--- src/rtl/debounce_multi.sv ---
// debounce_multi: multi-channel push-button debouncer for the clock/alarm board.
// Each channel has a two-flop synchroniser and a stability counter that produce
// a clean level plus one-cycle press/release pulses. An optional auto-repeat
// engine adds "step" ticks while a button is held. The mode enable gates
// qualification on every channel.
// The release pulse port is named release_o because "release" is a reserved
// word in SystemVerilog.
module debounce_multi #(
  parameter int N_CH        = 4,
  parameter int STABLE_CYC  = 500000,
  parameter int REPEAT_DLY  = 25000000,
  parameter int REPEAT_RATE = 5000000
) (
  input  logic            cclk,
  input  logic            clr,
  input  logic            en,
  input  logic [N_CH-1:0] inp,
  output logic [N_CH-1:0] level,
  output logic [N_CH-1:0] press,
  output logic [N_CH-1:0] release_o,
  output logic [N_CH-1:0] step
);

  localparam int CW = $clog2(STABLE_CYC);
  localparam logic [CW-1:0] CNT_MAX = CW'(STABLE_CYC - 1);

  logic [N_CH-1:0] sync1_q, sync1_d;
  logic [N_CH-1:0] sync2_q, sync2_d;
  logic [N_CH-1:0] level_q, level_d;
  logic [N_CH-1:0] press_q, press_d;
  logic [N_CH-1:0] release_q, release_d;
  logic [N_CH-1:0] step_q, step_d;
  logic [N_CH-1:0] tick_s;
  logic [CW-1:0]   cnt_q [N_CH];
  logic [CW-1:0]   cnt_d [N_CH];

  // Synchroniser shift and per-channel stability qualification.
  always_comb begin
    sync1_d   = inp;
    sync2_d   = sync1_q;
    level_d   = level_q;
    press_d   = {N_CH{1'b0}};
    release_d = {N_CH{1'b0}};
    for (int i = 0; i < N_CH; i++) begin
      cnt_d[i] = {CW{1'b0}};
      if (en && (sync2_q[i] != level_q[i])) begin
        if (cnt_q[i] == CNT_MAX) begin
          level_d[i]   = sync2_q[i];
          press_d[i]   = sync2_q[i];
          release_d[i] = ~sync2_q[i];
        end else begin
          cnt_d[i] = cnt_q[i] + CW'(1);
        end
      end else begin
        cnt_d[i] = {CW{1'b0}};
      end
    end
  end

  // Step is the press pulse merged with any repeat tick.
  assign step_d = press_d | tick_s;

  // Register synchronisers, counters and all outputs; clr overrides everything.
  always_ff @(posedge cclk) begin
    if (clr) begin
      sync1_q   <= {N_CH{1'b0}};
      sync2_q   <= {N_CH{1'b0}};
      level_q   <= {N_CH{1'b0}};
      press_q   <= {N_CH{1'b0}};
      release_q <= {N_CH{1'b0}};
      step_q    <= {N_CH{1'b0}};
      for (int i = 0; i < N_CH; i++) begin
        cnt_q[i] <= {CW{1'b0}};
      end
    end else begin
      sync1_q   <= sync1_d;
      sync2_q   <= sync2_d;
      level_q   <= level_d;
      press_q   <= press_d;
      release_q <= release_d;
      step_q    <= step_d;
      for (int i = 0; i < N_CH; i++) begin
        cnt_q[i] <= cnt_d[i];
      end
    end
  end

  generate
    if (REPEAT_DLY > 0) begin : g_rep
      localparam int RMAX = (REPEAT_DLY > REPEAT_RATE) ? REPEAT_DLY : REPEAT_RATE;
      localparam int RW   = $clog2(RMAX + 1);
      // Reload so that the next tick lands exactly REPEAT_RATE cycles later
      // (assumes REPEAT_RATE <= REPEAT_DLY).
      localparam logic [RW-1:0] RCNT_TICK   = RW'(REPEAT_DLY - 1);
      localparam logic [RW-1:0] RCNT_RELOAD = RW'(REPEAT_DLY - REPEAT_RATE);

      typedef enum logic {IDLE = 1'b0, HELD = 1'b1} rep_state_t;

      rep_state_t    state_q [N_CH];
      rep_state_t    state_d [N_CH];
      logic [RW-1:0] rcnt_q  [N_CH];
      logic [RW-1:0] rcnt_d  [N_CH];

      // Repeat FSM next state: arm on press, tick while held, release wins.
      always_comb begin
        tick_s = {N_CH{1'b0}};
        for (int i = 0; i < N_CH; i++) begin
          state_d[i] = state_q[i];
          rcnt_d[i]  = rcnt_q[i];
          case (state_q[i])
            IDLE: begin
              rcnt_d[i] = {RW{1'b0}};
              if (press_d[i]) begin
                state_d[i] = HELD;
              end else begin
                state_d[i] = IDLE;
              end
            end
            HELD: begin
              if (!en || release_d[i]) begin
                state_d[i] = IDLE;
                rcnt_d[i]  = {RW{1'b0}};
              end else if (rcnt_q[i] == RCNT_TICK) begin
                tick_s[i] = 1'b1;
                rcnt_d[i] = RCNT_RELOAD;
              end else begin
                rcnt_d[i] = rcnt_q[i] + RW'(1);
              end
            end
            default: begin
              state_d[i] = IDLE;
              rcnt_d[i]  = {RW{1'b0}};
            end
          endcase
        end
      end

      // Repeat FSM state and counter registers.
      always_ff @(posedge cclk) begin
        for (int i = 0; i < N_CH; i++) begin
          if (clr) begin
            state_q[i] <= IDLE;
            rcnt_q[i]  <= {RW{1'b0}};
          end else begin
            state_q[i] <= state_d[i];
            rcnt_q[i]  <= rcnt_d[i];
          end
        end
      end
    end else begin : g_norep
      assign tick_s = {N_CH{1'b0}};
    end
  endgenerate

  assign level     = level_q;
  assign press     = press_q;
  assign release_o = release_q;
  assign step      = step_q;

endmodule

--- config.mk ---
export PLATFORM = sky130hd
export DESIGN_NAME = debounce_multi
export DESIGN_NICKNAME = d
export VERILOG_FILES = /design/src/rtl/debounce_multi.sv
export SDC_FILE = /design/constraint.sdc
export NUM_CORES = 1
export LEC_CHECK = 0
export CORE_ASPECT_RATIO = 1.75
export CORE_UTILIZATION = 54
export CTS_BUF_LIST = sky130_fd_sc_hd__clkbuf_4 sky130_fd_sc_hd__clkbuf_8
export CTS_CLUSTER_DIAMETER = 100
export DETAILED_ROUTE_END_ITERATION = 8
export PLACE_DENSITY = 0.71
export SYNTH_ARGS = -nofsm -noshare
export SYNTH_HDL_FRONTEND = slang
export SYNTH_SLANG_ARGS = --single-unit
--- constraint.sdc ---
create_clock -name cclk -period 4.15 [get_ports cclk]
set_input_delay 1.245 -clock cclk [delete_from_list [all_inputs] [get_ports cclk]]
set_output_delay 1.245 -clock cclk [all_outputs]
set_load 0.05 [all_outputs]
==> results of run 1 <==
## layout by cell type, fill, tap and decap left out, types with 2 or more instances in the layout
cell type,instances
sky130_fd_sc_hd__and3_1,21
sky130_fd_sc_hd__clkinv_2,7
sky130_fd_sc_hd__nand4_1,53
sky130_fd_sc_hd__nor2_1,196
sky130_fd_sc_hd__dfxtp_1,204
sky130_fd_sc_hd__or4_1,2
sky130_fd_sc_hd__nand2b_1,5
sky130_fd_sc_hd__or3_1,5
sky130_fd_sc_hd__o21ai_0,11
sky130_fd_sc_hd__nor3b_1,4
sky130_fd_sc_hd__xor2_1,98
sky130_fd_sc_hd__clkbuf_4,4
sky130_fd_sc_hd__and4_1,19
sky130_fd_sc_hd__inv_1,28
sky130_fd_sc_hd__or4b_1,4
sky130_fd_sc_hd__nor4_1,10
sky130_fd_sc_hd__nor4b_1,9
sky130_fd_sc_hd__nor2b_1,12
sky130_fd_sc_hd__nand2_1,54
sky130_fd_sc_hd__nor4_2,2
sky130_fd_sc_hd__clkdlybuf4s50_1,22
sky130_fd_sc_hd__clkbuf_8,43
sky130_fd_sc_hd__xnor2_1,62
sky130_fd_sc_hd__or2_2,3
sky130_fd_sc_hd__a21oi_1,16
sky130_fd_sc_hd__ha_1,8
sky130_fd_sc_hd__o21bai_1,2
sky130_fd_sc_hd__buf_4,7
sky130_fd_sc_hd__and2_1,4
sky130_fd_sc_hd__nor3_1,33
sky130_fd_sc_hd__nand3_1,73
sky130_fd_sc_hd__nand4b_1,4
## Yosys cell counts (2+ instances only)
cell | instances | area [um^2]
sky130_fd_sc_hd__nand2b_1 | 5 | 31.28
sky130_fd_sc_hd__a21oi_1 | 16 | 80.08
sky130_fd_sc_hd__or4_1 | 2 | 15.01
sky130_fd_sc_hd__buf_2 | 6 | 30.03
sky130_fd_sc_hd__nor4_1 | 10 | 62.56
sky130_fd_sc_hd__buf_4 | 3 | 22.52
sky130_fd_sc_hd__inv_1 | 28 | 105.1
sky130_fd_sc_hd__nor2b_1 | 12 | 75.07
sky130_fd_sc_hd__nor2_1 | 196 | 735.7
sky130_fd_sc_hd__nor3b_1 | 4 | 30.03
sky130_fd_sc_hd__and4_1 | 19 | 166.4
sky130_fd_sc_hd__nor4b_1 | 9 | 78.83
sky130_fd_sc_hd__o21ai_0 | 11 | 55.05
sky130_fd_sc_hd__nand4_1 | 53 | 331.6
sky130_fd_sc_hd__dfxtp_1 | 204 | 4084
sky130_fd_sc_hd__o21bai_1 | 2 | 15.01
sky130_fd_sc_hd__or2_2 | 3 | 18.77
sky130_fd_sc_hd__and3_1 | 21 | 131.4
sky130_fd_sc_hd__xnor2_1 | 62 | 543.0
sky130_fd_sc_hd__or3_1 | 5 | 31.28
sky130_fd_sc_hd__clkbuf_1 | 10 | 37.54
sky130_fd_sc_hd__nand2_1 | 54 | 202.7
sky130_fd_sc_hd__or4b_1 | 4 | 40.04
sky130_fd_sc_hd__xor2_1 | 98 | 858.3
sky130_fd_sc_hd__nor3_1 | 33 | 165.2
sky130_fd_sc_hd__ha_1 | 8 | 100.1
sky130_fd_sc_hd__nand4b_1 | 4 | 35.03
sky130_fd_sc_hd__nand3_1 | 73 | 365.4
sky130_fd_sc_hd__nor4_2 | 2 | 25.02
sky130_fd_sc_hd__and2_1 | 4 | 25.02
## power breakdown
group,internal [mW],switching [mW],total (mW)
logic,0.0111,0.0148,0.0259
clock network,1.01,0.744,1.76
registers,1.96,0.00312,1.97
total,2.99,0.762,3.75
## state kept, by name, summed over array words and instances, names as in the netlist
signal	cells
sync1_q	4
sync2_q	4
g_rep.rcnt_q	100
g_rep.state_q	4
cnt_q	76
step	4
press	4
release_o	4
level	4
## per-layer routing
metal  track usage, %  wire length [um]
met2            39.10              8572
met5                0                 0
met1            21.21              6864
met3            3.048               428
met4            7.378               337
## cell families after synthesis
| logic type | after synthesis |
|---|---|
| AOI/OAI and AO/OA | 37 |
| xor gates and xnor gates | 160 |
| adders and majority gates | 8 |
| buffers and inverters | 49 |
| DFF | 204 |
| muxes | 2 |
| and+or+nand+nor | 521 |
## per-stage QoR
stage	setup WS, ps	instance area [um^2]	power (mW)	utilization [%]	hold WS [ps]
after floorplan	1599	8687	2.021	-	413.8
after global placement	679.5	9090	2.034	57.54	418.9
after detailed placement	635.2	9090	2.035	57.54	439.6
after CTS	968.1	9777	3.804	61.88	451.3
after global routing	919.5	9777	3.893	61.88	465.1
final	1017	9777	3.750	61.88	443.7
## cell type report
type                    instances  area, um^2
repair buffers                 29       272.8
flip-flops and latches        204        4084
multi-input cells             728        4392
fillers                      1380        6022
well taps                     189       236.5
inverters                      28       105.1
clock inverters                 8       65.06
clock buffers                  47       621.8
## worst paths after layout
kind / endpoint / slack [ps]
min: sync2_q[3] / 440
max: level[2] / 1020
max reg2reg: g_rep.rcnt_q[2][14] / 1690
min reg2reg: sync2_q[3] / 440
==> qor_table.md, run 1 <==
| Group | Quantity | Reported |
| --- | --- | --- |
| logic synthesis | Adder-cell share of the synthesized area | 1.152% |
| critical path | Critical Path Fanout Max | 8 |
| floorplanning | Die height | 169.8 um |
| grt | Maximum number of pins on one net before global-route repair | 20 |
| clock tree | Hold buffer count at CTS | 0 |
| pwr | Worst IR Drop VDD | 309.7 uV |
| status | Status | finished with violations |
| critical path | Worst endpoint required time | 2900 ps |
| detailed routing | Via count | 6758 |
| detailed routing | DR WL/cell | 13.14 um |
| min path | Instance count along the most critical hold path | 1 |
| floorplanning | Top-Level Pins | 23 |
| logic synthesis | Per-instance average area after synthesis | 8.855 um^2 |
| logic synthesis | Share of synthesized area spent on multiplexers | 0.2449% |
| critical path | Cell Chain, Critical Path | clkdlybuf4s50_1 |
| grt | Via count of the first global-routing pass | 6503 |
| detailed routing | Per-cell via count in the routed design | 5.481 |
| clock tree | Clock transition at path regs | 70 ps |
| run | Number of max-capacitance violations reported | 0 |
| sta | Worst-case headroom to the max-slew limit | 41.33% |
| floorplanning | Number of placement rows | 61 |
| critical path | Critical-path cell with the highest stage delay | sky130_fd_sc_hd__clkdlybuf4s50_1 |
| sta | Tightest Pin Transition | 880.0 ps |
| logic synthesis | Dominant combinational cell family by area after synthesis | simple AND/OR/NAND/NOR gates |
| clock tree | Number of clock buffers inserted by TritonCTS | 30 |
| floorplanning | Die W | 97.88 um |
| logic synthesis | Xor and xnor area share after synthesis | 16.13% |
| logic synthesis | Main synth FF type | sky130_fd_sc_hd__dfxtp_1 |
| critical path | CP arrival | 1890 ps |
| logic synthesis | Compound-gate portion of the synthesized area | 2.636% |
| sta | Setup repair after global routing missed its margin | no |
| grt | Global-route wire length before repair | 28.21 mm |
| detailed routing | First-iteration detailed-routing DRC count | 154 |
| grt | GR Util All Layers | 20.02% |
| logic synthesis | Fraction of registers with async set or reset after synthesis | 0% |
| sta | Number of hold violations in the final report | 0 |
| logic synthesis | Number of nets produced by synthesis | 996 |
| sta | Number of pins with negative max-slew slack in the final report | 0 |
| critical path | Critical path buffer and inverter count | 1 |
| clock tree | CTS resizes | 0 |
| status | Violated checks | DRC |
| layout | Finished Layout Cells | 1233 |
| sta | Setup clock skew after layout | 23.50 ps |
| detailed routing | Post-route DRC | 3 |
| sta | Number of endpoints failing setup at the final stage | 0 |
| min path | Origin of the worst min-delay path | sync1_q[3] |
| layout | Diode count | 0 |
| logic synthesis | Cell count after synthesis | 981 |
| clock tree | Buffer depth of the longest clock path | 3 |
| floorplanning | Floorplan Core Area | 15800 um^2 |
| clock tree | TritonCTS clock tree | yes |
| sta | Portion of the clock cycle consumed by the worst path in the final layout | 75.50% |
| critical path | Critical path startpoint category | flip-flop |
| pwr | Static power due to leakage | 3.070 nW |
| critical path | Timing startpoint of the critical path | level[2] |
| critical path | Worst reg2reg startpoint | cnt_q[2][8] |
| layout | Area growth from synthesis to layout | 12.55% |
| logic synthesis | Count of warnings emitted by yosys | 0 |
| detailed routing | Total wirelength of the detailed-routed design | 16.20 mm |
| critical path | Worst setup path class | flip-flop to output port |
| critical path | Worst Reg-to-Reg Cells | 5 |
| critical path | WP depth | 1 |
| grt | Global route total overflow | 0 |
| sta | Sum Neg Setup Slack | 0 ps |
| critical path | Top delay family on crit path | buffers and inverters |
| logic synthesis | Number of register bits inferred by synthesis | 204 |
| critical path | CP endpoint kind | output port |
| sta | Max Fclk | 0.3192 GHz |
| placed design | PortBufs | 22 |
| floorplanning | Area enclosed by the die boundary | 16620 um^2 |
| placed design | Placer Congestion | 0.7597 |
| clock tree | CTS Sinks | 204 |
| placed design | Inst Count DP | 1178 |
| logic synthesis | EDFF count, synth | 0 |
| clock tree | Root buf cell | sky130_fd_sc_hd__clkbuf_8 |
| critical path | Slowest Stage Delay on Critical Path | 870 ps |
| min path | Class of the worst hold path | flip-flop to flip-flop |
| detailed routing | Number of iterations in the first detailed-routing pass | 8 |
| detailed routing | Routed Antenna Nets | 0 |
| layout | NumNets Final | 1036 |
| clock tree | Maximum level of the CTS H-tree | 1 |
| logic synthesis | Number of distinct library cells after synthesis | 50 |
| logic synthesis | Sequential fraction of the synthesis area | 47.01% |
| clock tree | Post-CTS Repair Setup Buffers | 0 |
| logic synthesis | Synth Area in Simple Gates | 30.39% |
| pwr | Power Dens Cells | 383.5 nW/um^2 |
| sta | Final worst path period need | 3133 ps |
| floorplanning | Effective utilization at floorplan | 54.99% |
| grt | Initial antenna violation count | 0 |
| placed design | Final HPWL DP | 11.31 mm |
| clock tree | Worst-skew pair later-pin latency | 550 ps |
| logic synthesis | Post-synth design cell area | 8687 um^2 |
| layout | Fraction of layout cells with a size suffix above 1 | 7.184% |
Note: power is estimated with default switching activity, not from simulation.
==> inputs of run 2 (changes only) <==
==> constraint.sdc (replaced) <==
create_clock -name cclk -period 2.95 [get_ports cclk]
set_input_delay 0.885 -clock cclk [delete_from_list [all_inputs] [get_ports cclk]]
set_output_delay 0.885 -clock cclk [all_outputs]
set_load 0.05 [all_outputs]
==> run 2 against run 1 <==
Via count is 0.47% lower. Count of clock-buffer cells in the layout fell by 4. Utilization increased by 0.41 points. Power up 43%. Critical path depth stayed put. Register-to-register slack worse by 930 ps. First-iteration DRC count is 9.1% higher. Die area is the same. The flow still finishes with violations (DRC).
==> qor_table.md, run 2 (same netlist as run 1, synthesis figures left out) <==
| Group | Quantity | Reported |
| --- | --- | --- |
| clock tree | CTS resizes | 0 |
| placed design | Final HPWL DP | 11.53 mm |
| clock tree | Clock transition at path regs | 70 ps |
| sta | Number of endpoints failing setup at the final stage | 0 |
| pwr | Part of the total power dissipated in combinational logic | 0.7% |
| clock tree | Root buf cell | sky130_fd_sc_hd__clkbuf_8 |
| critical path | WP depth | 1 |
| status | Violated checks | DRC |
| sta | Worst-case headroom to the max-slew limit | 42.82% |
| floorplanning | Number of placement rows | 61 |
| sta | Portion of the clock cycle consumed by the worst path in the final layout | 94.97% |
| placed design | PortBufs | 22 |
| pwr | Power Dens Cells | 546.0 nW/um^2 |
| grt | GR Util All Layers | 20.77% |
| pwr | Static power due to leakage | 3.097 nW |
| detailed routing | DR WL/cell | 13.35 um |
| clock tree | TritonCTS clock tree | yes |
| pwr | Clock share of power | 47.9% |
| sta | Tightest Pin Transition | 857.6 ps |
| critical path | Critical Path Fanout Max | 8 |
| floorplanning | Die W | 97.88 um |
| grt | Global-route wire length before repair | 29.10 mm |
| grt | Initial antenna violation count | 0 |
| critical path | CP arrival | 1920 ps |
| min path | Instance count along the most critical hold path | 1 |
| sta | Final worst path period need | 2802 ps |
| pwr | Net switching share of the total power | 20.01% |
| grt | Maximum number of pins on one net before global-route repair | 20 |
| layout | Area growth from synthesis to layout | 13.29% |
| sta | Setup repair after global routing missed its margin | no |
| detailed routing | Post-route DRC | 3 |
| critical path | Worst Reg-to-Reg Cells | 5 |
| floorplanning | Top-Level Pins | 23 |
| clock tree | Buffer depth of the longest clock path | 3 |
| detailed routing | Total wirelength of the detailed-routed design | 16.52 mm |
| sta | Sum Neg Setup Slack | 0 ps |
| placed design | Placer Congestion | 0.7719 |
| critical path | Critical path buffer and inverter count | 1 |
| pwr | Share of total power in sequential cells | 51.4% |
| floorplanning | Area enclosed by the die boundary | 16620 um^2 |
| run | Number of max-capacitance violations reported | 0 |
| critical path | Timing startpoint of the critical path | level[2] |
| layout | Finished Layout Cells | 1237 |
| clock tree | Number of clock buffers inserted by TritonCTS | 29 |
| critical path | Worst endpoint required time | 2070 ps |
| grt | Via count of the first global-routing pass | 6640 |
| sta | Number of hold violations in the final report | 0 |
| critical path | Critical-path cell with the highest stage delay | sky130_fd_sc_hd__clkdlybuf4s50_1 |
| layout | NumNets Final | 1041 |
| layout | Registers with the most flip-flops | g_rep.rcnt_q (100), cnt_q (76) |
| grt | Global route total overflow | 0 |
| sta | Max Fclk | 0.3569 GHz |
| pwr | Worst IR Drop VDD | 423.3 uV |
| detailed routing | Per-cell via count in the routed design | 5.437 |
| pwr | Switching power | 1.076 mW |
| floorplanning | Floorplan Core Area | 15800 um^2 |
| layout | Largest reg by FF count | g_rep.rcnt_q |
| floorplanning | Die height | 169.8 um |
| pwr | Internal | 4.298 mW |
| clock tree | CTS Sinks | 204 |
| layout | Number of flip-flops under the largest register name | 100 |
| detailed routing | Routed Antenna Nets | 0 |
| critical path | Slowest Stage Delay on Critical Path | 880 ps |
| critical path | Top delay family on crit path | buffers and inverters |
| detailed routing | Number of iterations in the first detailed-routing pass | 6 |
| clock tree | Maximum level of the CTS H-tree | 1 |
| placed design | Inst Count DP | 1184 |
| layout | Leading cell type in the layout, fill and taps excluded | sky130_fd_sc_hd__dfxtp_1 |
| sta | Number of pins with negative max-slew slack in the final report | 0 |
| critical path | CP endpoint kind | output port |
| layout | Fraction of layout cells with a size suffix above 1 | 7.538% |
| detailed routing | First-iteration detailed-routing DRC count | 168 |
| clock tree | Hold buffer count at CTS | 0 |
| critical path | Worst reg2reg startpoint | g_rep.rcnt_q[1][0] |
| critical path | Worst setup path class | flip-flop to output port |
| detailed routing | Via count | 6726 |
| min path | Class of the worst hold path | flip-flop to flip-flop |
| clock tree | Post-CTS Repair Setup Buffers | 0 |
| layout | Diode count | 0 |
| status | Status | finished with violations |
| critical path | Critical path startpoint category | flip-flop |
| min path | Origin of the worst min-delay path | sync1_q[3] |
| layout | Most used cells in the layout excluding fill and tap cells | sky130_fd_sc_hd__dfxtp_1, sky130_fd_sc_hd__nor2_1, sky130_fd_sc_hd__xor2_1, sky130_fd_sc_hd__nand3_1, sky130_fd_sc_hd__xnor2_1 |
| clock tree | Worst-skew pair later-pin latency | 550 ps |
| floorplanning | Effective utilization at floorplan | 54.99% |
| sta | Setup clock skew after layout | 9.728 ps |
| critical path | Cell Chain, Critical Path | clkdlybuf4s50_1 |
## run 2: cell type report
cell class / instances / area, um^2
clock buffers: 43 / 579.3
clock inverters: 10 / 127.6
fillers: 1404 / 5957
inverters: 28 / 105.1
multi-input cells: 728 / 4392
flip-flops and latches: 204 / 4084
well taps: 189 / 236.5
repair buffers: 35 / 317.8
## run 2: power groups by stage
| stage | Clock [mW] | Sequential (mW) | Combinational [mW] |
|---|---|---|---|
| 2_1_floorplan | 0 | 2.82 | 0.0192 |
| 3_3_place_gp | 0 | 2.83 | 0.0370 |
| 3_5_place_dp | 0 | 2.83 | 0.0373 |
| 4_1_cts | 2.65 | 2.76 | 0.0374 |
| 5_1_grt | 2.78 | 2.76 | 0.0407 |
| 6_report | 2.57 | 2.76 | 0.0370 |
## run 2: final timing paths
check                                           to  slack (ps)
worst max-delay path                      level[2]         150
worst min-delay path                    sync2_q[3]         440
worst max register to register  g_rep.rcnt_q[1][6]         760
worst min register to register          sync2_q[3]         440
## run 2: metal layers
metal / routed length, um / GRT usage [%]
met5: 0 / 0
met4: 310 / 6.917
met2: 8868 / 41.09
met1: 6789 / 21.97
met3: 546 / 3.007
## run 2: per-stage QoR
| stage | hold slack, ps | total power [mW] | setup WS [ps] | util, % | cell area [um^2] |
|---|---|---|---|---|---|
| 2_1_floorplan | 413.8 | 2.844 | 759.4 | - | 8687 |
| 3_3_place_gp | 420.1 | 2.863 | 311.1 | 57.82 | 9135 |
| 3_5_place_dp | 425.1 | 2.863 | 269.8 | 57.82 | 9135 |
| 4_1_cts | 440.8 | 5.455 | 107.4 | 62.30 | 9842 |
| 5_1_grt | 466.9 | 5.581 | 54.48 | 62.30 | 9842 |
| 6_report | 439.6 | 5.374 | 148.5 | 62.30 | 9842 |
